===== config.mk =====
export PLATFORM = sky130hd
export DESIGN_NAME = dtc_pe_feeder_flat
export DESIGN_NICKNAME = d
export VERILOG_FILES = /design/src/rtl/dtc_pkg.sv /design/src/rtl/dtc_pe_feeder_if.sv /design/src/rtl/dtc_sync_fifo.sv /design/src/rtl/dtc_pe_feeder.sv /design/src/flat_wrapper.sv
export SDC_FILE = /design/constraint.sdc
export NUM_CORES = 2
export LEC_CHECK = 0
export CORE_MARGIN = 2
export CORE_UTILIZATION = 25
export CTS_CLUSTER_SIZE = 24
export DETAILED_ROUTE_END_ITERATION = 10
export SYNTH_ARGS = -nofsm -noshare
export SYNTH_HDL_FRONTEND = slang
export SYNTH_HIERARCHICAL = 1
export SYNTH_SLANG_ARGS = --single-unit

===== constraint.sdc =====
create_clock -name clk -period 5 [get_ports clk]
set_input_delay 1 -clock clk [delete_from_list [all_inputs] [get_ports clk]]
set_output_delay 1 -clock clk [all_outputs]
set_load 0.02 [all_outputs]

===== src/rtl/dtc_pkg.sv =====
// Shared constants, result payload type and helpers for the dot-product PE feeder.
package dtc_pkg;

  localparam int unsigned DW_FP32        = 32;
  localparam int unsigned PE_LAT_DEFAULT = 12;

  // One result FIFO entry: PE output plus its group-closing tag.
  typedef struct packed {
    logic                 last;
    logic [DW_FP32-1:0]   data;
  } dtc_res_t;

  // +0 or -0: every bit except the sign is clear.
  function automatic logic fp32_is_zero(input logic [DW_FP32-1:0] x);
    return x[DW_FP32-2:0] == '0;
  endfunction

  function automatic int unsigned clog2(input int unsigned v);
    int unsigned r;
    r = 0;
    while ((64'd1 << r) < 64'(v)) r++;
    return r;
  endfunction

endpackage


===== src/rtl/dtc_pe_feeder_if.sv =====
// Operand stream, PE operand/result wires and result stream of the PE feeder.
interface dtc_pe_feeder_if
  import dtc_pkg::*;
#(
  parameter int unsigned N_MUL = 8,
  parameter int unsigned DW    = DW_FP32
) ();

  logic                  s_valid;
  logic                  s_ready;
  logic [DW-1:0]         s_a;
  logic [DW-1:0]         s_b;
  logic                  s_last;
  logic [DW*N_MUL-1:0]   pe_in_a;
  logic [DW*N_MUL-1:0]   pe_in_b;
  logic [DW-1:0]         pe_out;
  logic                  m_valid;
  logic                  m_ready;
  logic [DW-1:0]         m_data;
  logic                  m_last;
  logic                  err_ovf;

  // master: the feeder itself; slave: the surrounding environment.
  modport master (
    input  s_valid, s_a, s_b, s_last, pe_out, m_ready,
    output s_ready, pe_in_a, pe_in_b, m_valid, m_data, m_last, err_ovf
  );

  modport slave (
    output s_valid, s_a, s_b, s_last, pe_out, m_ready,
    input  s_ready, pe_in_a, pe_in_b, m_valid, m_data, m_last, err_ovf
  );

endinterface


===== src/rtl/dtc_sync_fifo.sv =====
// Show-ahead synchronous FIFO with occupancy count; a push while full is dropped and flagged.
module dtc_sync_fifo
  import dtc_pkg::*;
#(
  parameter  int unsigned W     = 33,
  parameter  int unsigned DEPTH = 8,
  localparam int unsigned CW    = clog2(DEPTH + 1)
) (
  input  logic          clk,
  input  logic          rst,
  input  logic          push,
  input  logic [W-1:0]  push_data,
  input  logic          pop,
  output logic [W-1:0]  pop_data,
  output logic [CW-1:0] count,
  output logic          empty,
  output logic          ovf_c
);

  localparam int unsigned AW = (DEPTH > 1) ? clog2(DEPTH) : 1;

  logic [W-1:0]  mem_q [DEPTH];
  logic [W-1:0]  mem_d [DEPTH];
  logic [AW-1:0] wr_ptr_q, wr_ptr_d;
  logic [AW-1:0] rd_ptr_q, rd_ptr_d;
  logic [CW-1:0] count_q, count_d;
  logic          full;
  logic          do_push;
  logic          do_pop;

  function automatic logic [AW-1:0] ptr_inc(input logic [AW-1:0] p);
    return (p == AW'(DEPTH - 1)) ? '0 : p + AW'(1);
  endfunction

  assign full  = (count_q == CW'(DEPTH));
  assign empty = (count_q == '0);
  assign ovf_c = push && full;

  always_comb begin
    mem_d    = mem_q;
    wr_ptr_d = wr_ptr_q;
    rd_ptr_d = rd_ptr_q;
    count_d  = count_q;
    do_push  = push && !full;
    do_pop   = pop && !empty;
    if (do_push) begin
      mem_d[wr_ptr_q] = push_data;
      wr_ptr_d        = ptr_inc(wr_ptr_q);
    end
    if (do_pop) rd_ptr_d = ptr_inc(rd_ptr_q);
    if (do_push && !do_pop)      count_d = count_q + CW'(1);
    else if (!do_push && do_pop) count_d = count_q - CW'(1);
  end

  always_ff @(posedge clk) begin
    if (rst) begin
      for (int unsigned i = 0; i < DEPTH; i++) mem_q[i] <= '0;
      wr_ptr_q <= '0;
      rd_ptr_q <= '0;
      count_q  <= '0;
    end else begin
      mem_q    <= mem_d;
      wr_ptr_q <= wr_ptr_d;
      rd_ptr_q <= rd_ptr_d;
      count_q  <= count_d;
    end
  end

  assign pop_data = mem_q[rd_ptr_q];
  assign count    = count_q;

endmodule


===== src/rtl/dtc_pe_feeder.sv =====
// Packs serial FP32 (a,b) pairs into PE vectors, tracks the PE latency and collects results under credits.
// Define DTC_FEED_SPARSE_EN to accept +/-0 operand pairs without packing them.
module dtc_pe_feeder
  import dtc_pkg::*;
#(
  parameter int unsigned N_MUL      = 8,
  parameter int unsigned DW         = DW_FP32,
  parameter int unsigned PE_LAT     = PE_LAT_DEFAULT,
  parameter int unsigned FIFO_DEPTH = 8
) (
  input logic             clk,
  input logic             rst,
  dtc_pe_feeder_if.master bus
);

  localparam int unsigned VW  = DW * N_MUL;
  localparam int unsigned SW  = (N_MUL > 1) ? clog2(N_MUL) : 1;
  localparam int unsigned FCW = clog2(FIFO_DEPTH + 1);
  localparam int unsigned IW  = clog2(PE_LAT + FIFO_DEPTH + 2);

  logic [SW-1:0]     cnt_q, cnt_d;
  logic [VW-1:0]     stg_a_q, stg_a_d, stg_b_q, stg_b_d;
  logic [VW-1:0]     pe_a_q, pe_a_d, pe_b_q, pe_b_d;
  logic              iss_q, iss_d, iss_last_q, iss_last_d;
  logic [PE_LAT-1:0] trk_v_q, trk_v_d, trk_l_q, trk_l_d;
  logic              err_ovf_q, err_ovf_d;

  logic [FCW-1:0]    fifo_count;
  logic              fifo_empty;
  logic              fifo_ovf_c;
  dtc_res_t          push_res_c, pop_res;
  logic [IW-1:0]     inflight_c;
  logic              s_ready_c, accept_c, skip_c, pack_c, complete_c;
  logic [VW-1:0]     merge_a_c, merge_b_c;

  // Credits: every issued group occupies a slot from issue until its result is popped.
  always_comb begin
    inflight_c = IW'(fifo_count) + IW'(iss_q);
    for (int unsigned i = 0; i < PE_LAT; i++) inflight_c = inflight_c + IW'(trk_v_q[i]);
  end

  assign s_ready_c = !rst && (inflight_c < IW'(FIFO_DEPTH));
  assign accept_c  = bus.s_valid && s_ready_c;

`ifdef DTC_FEED_SPARSE_EN
  assign skip_c = fp32_is_zero(DW_FP32'(bus.s_a)) || fp32_is_zero(DW_FP32'(bus.s_b));
`else
  assign skip_c = 1'b0;
`endif

  assign pack_c     = accept_c && !skip_c;
  assign complete_c = accept_c && (bus.s_last || (pack_c && (cnt_q == SW'(N_MUL - 1))));

  always_comb begin
    merge_a_c = stg_a_q;
    merge_b_c = stg_b_q;
    for (int unsigned i = 0; i < N_MUL; i++) begin
      if (pack_c && (cnt_q == SW'(i))) begin
        merge_a_c[DW*i +: DW] = bus.s_a;
        merge_b_c[DW*i +: DW] = bus.s_b;
      end
    end
  end

  // Packer, one-cycle issue register and latency tracker.
  always_comb begin
    cnt_d      = cnt_q;
    stg_a_d    = stg_a_q;
    stg_b_d    = stg_b_q;
    pe_a_d     = '0;
    pe_b_d     = '0;
    iss_d      = 1'b0;
    iss_last_d = 1'b0;
    if (complete_c) begin
      pe_a_d     = merge_a_c;
      pe_b_d     = merge_b_c;
      iss_d      = 1'b1;
      iss_last_d = bus.s_last;
      cnt_d      = '0;
      stg_a_d    = '0;
      stg_b_d    = '0;
    end else if (pack_c) begin
      stg_a_d = merge_a_c;
      stg_b_d = merge_b_c;
      cnt_d   = cnt_q + SW'(1);
    end
    // Stage k holds the issue made k+1 cycles ago; the top stage lines up with pe_out.
    trk_v_d   = (trk_v_q << 1) | PE_LAT'(iss_q);
    trk_l_d   = (trk_l_q << 1) | PE_LAT'(iss_last_q);
    err_ovf_d = err_ovf_q | fifo_ovf_c;
  end

  always_ff @(posedge clk) begin
    if (rst) begin
      cnt_q      <= '0;
      stg_a_q    <= '0;
      stg_b_q    <= '0;
      pe_a_q     <= '0;
      pe_b_q     <= '0;
      iss_q      <= 1'b0;
      iss_last_q <= 1'b0;
      trk_v_q    <= '0;
      trk_l_q    <= '0;
      err_ovf_q  <= 1'b0;
    end else begin
      cnt_q      <= cnt_d;
      stg_a_q    <= stg_a_d;
      stg_b_q    <= stg_b_d;
      pe_a_q     <= pe_a_d;
      pe_b_q     <= pe_b_d;
      iss_q      <= iss_d;
      iss_last_q <= iss_last_d;
      trk_v_q    <= trk_v_d;
      trk_l_q    <= trk_l_d;
      err_ovf_q  <= err_ovf_d;
    end
  end

  assign push_res_c = '{last: trk_l_q[PE_LAT-1], data: DW_FP32'(bus.pe_out)};

  dtc_sync_fifo #(
    .W     ($bits(dtc_res_t)),
    .DEPTH (FIFO_DEPTH)
  ) u_fifo (
    .clk       (clk),
    .rst       (rst),
    .push      (trk_v_q[PE_LAT-1]),
    .push_data (push_res_c),
    .pop       (bus.m_ready),
    .pop_data  (pop_res),
    .count     (fifo_count),
    .empty     (fifo_empty),
    .ovf_c     (fifo_ovf_c)
  );

  assign bus.s_ready = s_ready_c;
  assign bus.pe_in_a = pe_a_q;
  assign bus.pe_in_b = pe_b_q;
  assign bus.m_valid = !fifo_empty;
  assign bus.m_data  = DW'(pop_res.data);
  assign bus.m_last  = pop_res.last;
  assign bus.err_ovf = err_ovf_q;

endmodule


===== src/flat_wrapper.sv =====
// flat-port wrapper written by rule: the top's interface ports become plain ports
module dtc_pe_feeder_flat import dtc_pkg::*;
#(
  parameter int unsigned N_MUL      = 8,
  parameter int unsigned DW         = DW_FP32,
  parameter int unsigned PE_LAT     = PE_LAT_DEFAULT,
  parameter int unsigned FIFO_DEPTH = 8
)
  (clk, rst, bus_s_valid, bus_s_a, bus_s_b, bus_s_last, bus_pe_out, bus_m_ready, bus_s_ready, bus_pe_in_a, bus_pe_in_b, bus_m_valid, bus_m_data, bus_m_last, bus_err_ovf);
  dtc_pe_feeder_if #(.N_MUL(N_MUL), .DW(DW)) bus_i ();
  input logic clk;
  input logic rst;
  input wire logic [$bits(bus_i.s_valid)-1:0] bus_s_valid;
  input wire logic [$bits(bus_i.s_a)-1:0] bus_s_a;
  input wire logic [$bits(bus_i.s_b)-1:0] bus_s_b;
  input wire logic [$bits(bus_i.s_last)-1:0] bus_s_last;
  input wire logic [$bits(bus_i.pe_out)-1:0] bus_pe_out;
  input wire logic [$bits(bus_i.m_ready)-1:0] bus_m_ready;
  output wire logic [$bits(bus_i.s_ready)-1:0] bus_s_ready;
  output wire logic [$bits(bus_i.pe_in_a)-1:0] bus_pe_in_a;
  output wire logic [$bits(bus_i.pe_in_b)-1:0] bus_pe_in_b;
  output wire logic [$bits(bus_i.m_valid)-1:0] bus_m_valid;
  output wire logic [$bits(bus_i.m_data)-1:0] bus_m_data;
  output wire logic [$bits(bus_i.m_last)-1:0] bus_m_last;
  output wire logic [$bits(bus_i.err_ovf)-1:0] bus_err_ovf;
  assign bus_i.s_valid = bus_s_valid;
  assign bus_i.s_a = bus_s_a;
  assign bus_i.s_b = bus_s_b;
  assign bus_i.s_last = bus_s_last;
  assign bus_i.pe_out = bus_pe_out;
  assign bus_i.m_ready = bus_m_ready;
  assign bus_s_ready = bus_i.s_ready;
  assign bus_pe_in_a = bus_i.pe_in_a;
  assign bus_pe_in_b = bus_i.pe_in_b;
  assign bus_m_valid = bus_i.m_valid;
  assign bus_m_data = bus_i.m_data;
  assign bus_m_last = bus_i.m_last;
  assign bus_err_ovf = bus_i.err_ovf;
  dtc_pe_feeder #(.N_MUL(N_MUL), .DW(DW), .PE_LAT(PE_LAT), .FIFO_DEPTH(FIFO_DEPTH)) u_core (.clk(clk), .rst(rst), .bus(bus_i));
endmodule

==> reports/summary.txt <==
final setup violation count: 1
Distinct cells, synth: 54
worst-case vdd ir drop: 0.0002968 V
kind of cell adding the most delay to the critical path: adder cells
core area: 0.1920 sq mm
minimum clock period: 5245 ps
Placed Area: 0.05721 sq mm
clock slew at reported path FFs: 60 ps
area of the die: 0.1961 sq mm
period utilisation layout: 1.049
CP Class: flip-flop to primary output
M1 GR Usage: 0.2034
post-synthesis adder-cell area fraction: 0.008942
vias per cell: 4.680
Logic pwr share: 0.094
Main synth FF type: dfxtp_1
slowest library cell on the worst path: fa_1
post-route setup TNS: -245.4 ps
Cells after Synth: 5248
crit-path max cell delay: 550 ps
initial antenna violation count: 12
Avg Inst Size Synth: 9.172 sq um
warnings from Yosys: 6
DRC viols: 0
Sink Count: 1328
ys async rst share: 0
Final GP Congestion: 0.7998
drt pass-1 iters: 6
most frequent cells in the layout: 1322 x dfxtp_1, 1017 x nand2_1, 646 x clkdlybuf4s50_1
final instance area: 0.06236 sq mm
ANT nets after route: 0
number of max-cap violations: 0
count of flip-flops with a built-in enable after synthesis: 0
proportion of synthesized area in mux cells: 0.06660
gr ovfl total: 0
clk buf depth: 3
Worst slew margin: 0.2935
Storage cell area: 0.02660 sq mm
1st-iter DRT viols: 2731
final setup skew: 66.58 ps
final hold viol count: 0
vias in the first global route: 37650
WL final: 178300 microns
Lkg Pwr: 21.36 nW
grt met2 use: 0.3016
crit end category: primary output
WP data required: 4000 ps
total CTS buffers: 146
average wire per standard cell: 21.47 microns
Flop pwr share: 0.447
Clock Power Share: 0.459
filler instances: 19460
Internal: 17.92 mW
XOR/XNOR Fraction of Synth Area: 0.0007278
measured slew at the worst slew-check pin: 1056 ps
sequential area share after synthesis: 0.5523
layout cells sized above 1: 0.09231
Critical Path Start Type: flip-flop
most frequent CP cell: fa_1
dpl hpwl: 116200 microns
Total GRT Usage: 0.1753
routing usage on met3: 0.04436
Worst Hold Class: flip-flop to flip-flop
Worst Path Buf+Inv: 3
compound-cell area share of the yosys netlist: 0.1081
die height: 442.8 microns
total power: 24.27 mW
Slew Limit Fails: 0
global routing's busiest layer: met2
I/O Pins: 649
synthesized net count: 5378
most common cell after layout, fill and taps aside: dfxtp_1
sw power: 6.349 mW
switching part of the total power: 0.2616
multi-input logic area: 0.01856 sq mm
row count: 161
die extent in x: 442.8 microns
CTS tree: done
largest family of logic cells by synthesized area: simple AND/OR/NAND/NOR gates
Post-layout nets: 5790
buffers added on ports: 648
run status: finished with violations
mapped cell area: 0.04813 sq mm
arrival time worst endpoint: 4250 ps
# hold bufs at CTS: 0
Area Overhead vs Synth: 29.56%
Layout Utilization: 0.3248
Max FO, Critical Path: 3
simple-gate share of the synthesized area: 0.1968
unrepaired setup endpoints after global routing: true
CTS root buffer: clkbuf_16
initial core utilization: 0.2507
via count: 38860
H-Tree Depth: 4
PwrDens: 389.2 mW/mm^2
largest net degree at the start of global routing: 206
clk_lat worst skew: 830 ps
first-pass GRT wire length: 257100 microns
maximum clock rate: 0.1906 GHz
failing checks: negative setup slack
final setup margin: -245.4 ps
flop and latch count out of synthesis: 1328
CP Cell Sequence: fa_1 > inv_2 > fa_2 > inv_2 > fa_1 > fa_1 > ha_1 > and4b_4 > or2_4 > nor3_4 > a31oi_4 > nor2_4 > buf_12
-- cell families after synthesis --
| group | after synthesis |
|---|---|
| XOR/XNOR | 4 |
| buffers and inverters | 703 |
| AO/OA/AOI/OAI | 818 |
| AND/OR/NAND/NOR | 2133 |
| adder cells (fa/ha/maj) | 29 |
| multiplexers | 233 |
| flip-flops | 1328 |
-- cell type report --
cell class,count,share of cell area
Antenna cell,5,0.0002006
Tap cell,2526,0.05068
Timing Repair Buffer,800,0.1335
Multi-Input combinational cell,3217,0.2977
Sequential cell,1328,0.4265
Clock buffer,215,0.06884
Inverter,167,0.01013
Clock inverter,47,0.01240
-- flip-flops by register name, summed over array words and instances, names as in the netlist --
signal	flops
u_core/bus.pe_in_b	256
u_core/cnt_q	3
u_core/iss_q	1
u_core/stg_a_q	256
u_core/bus.pe_in_a	256
u_core/u_fifo/rd_ptr_q	3
u_core/bus.err_ovf	1
u_core/stg_b_q	256
u_core/u_fifo/wr_ptr_q	3
u_core/trk_l_q	12
u_core/u_fifo/count	4
u_core/u_fifo/mem_q	264
u_core/iss_last_q	1
u_core/trk_v_q	12
-- power groups by stage --
stage	clock [mW]	combinational (mW)	sequential (mW)
after global routing	11.8	2.44	10.9
after CTS	11.4	2.30	10.8
after detailed placement	0	2.27	11.1
after global placement	0	2.25	11.1
final	11.1	2.29	10.8
after floorplan	0	1.39	11.0
-- per-stage QoR --
stage	hold WS, ps	worst slack [ps]	cells
4_1_cts	380.4	-517.5	8299
3_5_place_dp	425.3	117.7	8035
5_1_grt	419.2	-423.8	8302
2_1_floorplan	413.8	503.1	5248
3_3_place_gp	419.4	65.22	8035
6_report	382.9	-245.4	8305
-- cells in the mapped netlist, drive strengths merged, types with 3 or more instances --
cell type / instances / area share
and2: 247 / 0.032
a31oi: 143 / 0.019
o211ai: 6 / 0.00094
a21oi: 271 / 0.028
mux2: 35 / 0.0083
dfxtp: 1328 / 0.55
fa: 9 / 0.0037
nor2b: 268 / 0.035
clkbuf: 303 / 0.024
nand2: 1017 / 0.079
nor2: 561 / 0.044
o32ai: 4 / 0.00073
nor3: 3 / 0.00042
nor4: 7 / 0.0016
and3: 6 / 0.00078
ha: 20 / 0.0052
o22ai: 239 / 0.031
mux4: 66 / 0.031
a311oi: 141 / 0.026
mux2i: 132 / 0.027
o211a: 6 / 0.0012
nand2b: 4 / 0.00052
nand4: 6 / 0.00078
inv: 167 / 0.013
buf: 233 / 0.030
-- layer usage --
layer,up-vias,share of wire
met3,335,0.069
li1,18060,-
met1,19080,0.39
met5,-,0.00013
met2,1382,0.49
met4,4,0.048
-- worst register-to-register path: cells and delay by family, from the launching register on --
family / cells / cell delay, ps
compound gates: 1 / 500
simple gates: 3 / 510
buf+inv: 6 / 870
flops: 1 / 320
mux: 1 / 280
fa+ha+maj: 5 / 2110
-- timing repair --
action                                 in CTS  in global routing
setup buffers                               2                  0
pin swaps                                   8                  6
setup endpoints to repair                   1                  1
resized for setup                          14                  3
endpoints found under the hold margin       0                  0
-- path summary, 6_finish.rpt --
path | cells past startpoint | slack [ps] | to | startpoint
setup reg to reg | 16 | 320 | u_core/stg_b_q[107]$_SDFFE_PP0P_ | u_core/iss_q$_SDFF_PP0_
setup / recovery | 13 | -250 | bus_s_ready | u_core/iss_q$_SDFF_PP0_
hold / removal | 1 | 380 | u_core/trk_l_q[10]$_SDFF_PP0_ | u_core/trk_l_q[9]$_SDFF_PP0_
hold reg to reg | 1 | 380 | u_core/trk_l_q[10]$_SDFF_PP0_ | u_core/trk_l_q[9]$_SDFF_PP0_
Note: power is estimated with default switching activity, not from simulation.
==> RTL change (same flow settings) <==
Compare `cnt_q` against `SW'(N_MUL - 1)` with >= in place of ==.
--- a/src/rtl/dtc_pe_feeder.sv
+++ b/src/rtl/dtc_pe_feeder.sv
@@ -50,5 +50,5 @@
 
   assign pack_c     = accept_c && !skip_c;
-  assign complete_c = accept_c && (bus.s_last || (pack_c && (cnt_q == SW'(N_MUL - 1))));
+  assign complete_c = accept_c && (bus.s_last || (pack_c && (cnt_q >= SW'(N_MUL - 1))));
 
   always_comb begin
Formal check against the unedited RTL: no difference found for any inputs over 4 cycles, from zero or initial values and one cycle with rst high; that may be too few to reach the edited logic, so the function may still have changed.
==> RTL change against the original RTL <==
The run still ends with setup timing left. Fmax down 1.2%. Wire length down 0.95%. Setup slack worse by 66 ps. Core utilization up 0.16 points. Die area down 0.27%. First-iteration DRC count up 20%. Synthesized area down 0.27%. Power down 0.47%. Sequential cell count unchanged. Cell area down 0.35%. Largest power group unchanged. Highest routed layer is now met4.
==> RTL change: results (changes against the original RTL) <==
| Metric | Value |
|---|---|
| Status | finished, violations left |
| Failing checks | setup timing |
| Post-CTS setup buffer count | 2 (unchanged) |
| Non-Filler Instances | 8270 (-0.42%) |
| Largest net degree at the start of global routing | 112 (-46%) |
| Max reg flops | 264 (unchanged) |
| Setup violations, final | 1 (unchanged) |
| Global placement routability congestion | 0.790 (-1.2%) |
| Setup WS pre-CTS | -57.3 ps (-175 ps) |
| CP Launch Type | flip-flop |
| Post_cts resized | 12 (-2) |
| First-pass GRT wire length | 255000 µm (-0.68%) |
| Max-slew headroom | 0.289 (-0.00463) |
| Worst-Skew Late Latency | 820 ps |
| Antenna violations before repair | 8 (-4) |
| Routed WL per cell | 21.4 µm (-0.53%) |
| Number of global-route vias before repair | 37700 (+0.18%) |
| TritonCTS Buffers | 147 (+0.68%) |
| Clk root buf | clkbuf_16 |
| Top post-synthesis cells by area | dfxtp_1 (55%), nand2_1 (7.9%), and2_1 (6.2%) |
| GR Util All Layers | 0.174 (-0.00141) |
| Mapped Cells | 5249 (+0.019%) |
| Slowest-stage cell, CP | fa_1 |
| Crit path DAT | 4310 ps (+60 ps) |
| Fin Setup TNS | -312 ps (-66.4 ps) |
| Port Buf Inserts | 648 (unchanged) |
| Nets | 5778 (-0.21%) |
| DP Wirelength | 113000 µm (-2.6%) |
| Syn_nets | 5379 (+0.019%) |
| Yosys cell types | 52 (-3.7%) |
| DRT iter0 DRCs | 3274 (+20%) |
| Setup slack after layout | -312 ps (-66.4 ps) |
| Leak pwr | 0.0216 µW (+1.0%) |
| Tightest Hold Check Type | reg -> reg |
| Placed cell area | 57100 µm² (-0.16%) |
| Clk buf depth | 3 (unchanged) |
| Via density | 4.68 (about the same) |
| Worst r2r src | u_core/trk_v_q[6] |
| Clk slew on worst S/H paths | 60 ps (about the same) |
| DR pass1 iterations | 6 (unchanged) |
| Post-synthesis sequential area ratio | 0.554 (+0.00150) |
| Peak VDD IR | 0.275 mV (-7.3%) |
| Min-delay src | u_core/trk_l_q[3] |
| Max FO, Critical Path | 3 (unchanged) |
| DP Cell Count | 8008 (-0.34%) |
| Fraction of layout cells with a size suffix above 1 | 0.0890 (-0.00333) |
| Crit-path max cell delay | 570 ps (+20 ps) |
| Clock Skews | 65.6 ps (-0.958 ps) |
| Top post-synthesis cells by count | dfxtp_1 (1328), nand2_1 (1008), nor2_1 (570) |
[RTL change: cell count changes in the layout (fill, tap and decap cells not counted), moves of 9 or more]
cell      change
nor2b_1     -243
and2_1      +233
buf_4        -14
nand2_1      -10
clkbuf_8      -9
nor2_1        +9
[RTL change: where the power goes]
group | internal (µW) | switching (µW)
Combinational | 783 | 1520
Clock | 6330 | 4670
Sequential | 10700 | 149
Total | 17800 | 6340
[RTL change: kinds of logic (layout without fill, tap and decap cells)]
logic type / count (synthesis) / after routing / synth area share
simple gates: 2123 / 2123 / 0.196
flops: 1328 / 1328 / 0.554
compound gates: 823 / 823 / 0.109
buf+inv: 709 / 1214 / 0.0648
mux: 233 / 233 / 0.0668
fa+ha+maj: 29 / 29 / 0.00897
xor+xnor: 4 / 4 / 0.000730
other cells: 0 / 5 / 0
[RTL change: path summary, 6_finish.rpt]
path / cells past startpoint / to / slack [ps]
max: 15 / bus_s_ready / -310
min reg2reg: 1 / u_core/trk_l_q[4] / 410
max reg2reg: 18 / u_core/stg_a_q[202] / 260
min: 1 / u_core/trk_l_q[4] / 410
[RTL change: layout make-up]
| cell class | instances | area [µm²] |
|---|---|---|
| clock buffer | 213 | 4240 |
| clock inverter | 42 | 708 |
| inverter | 173 | 654 |
| multi-input combinational | 3212 | 18600 |
| tap | 2511 | 3140 |
| fill | 19400 | 128000 |
| timing repair buffer | 786 | 8240 |
| antenna | 5 | 12.5 |
| sequential | 1328 | 26600 |
[RTL change: layer usage]
layer / global-route usage / vias up / wire, µm
met5: 0 / - / 0
met4: 0.0721 / 0 / 6840
met3: 0.0384 / 272 / 12100
met2: 0.299 / 1421 / 87300
met1: 0.209 / 19000 / 70400
li1: - / 18000 / -
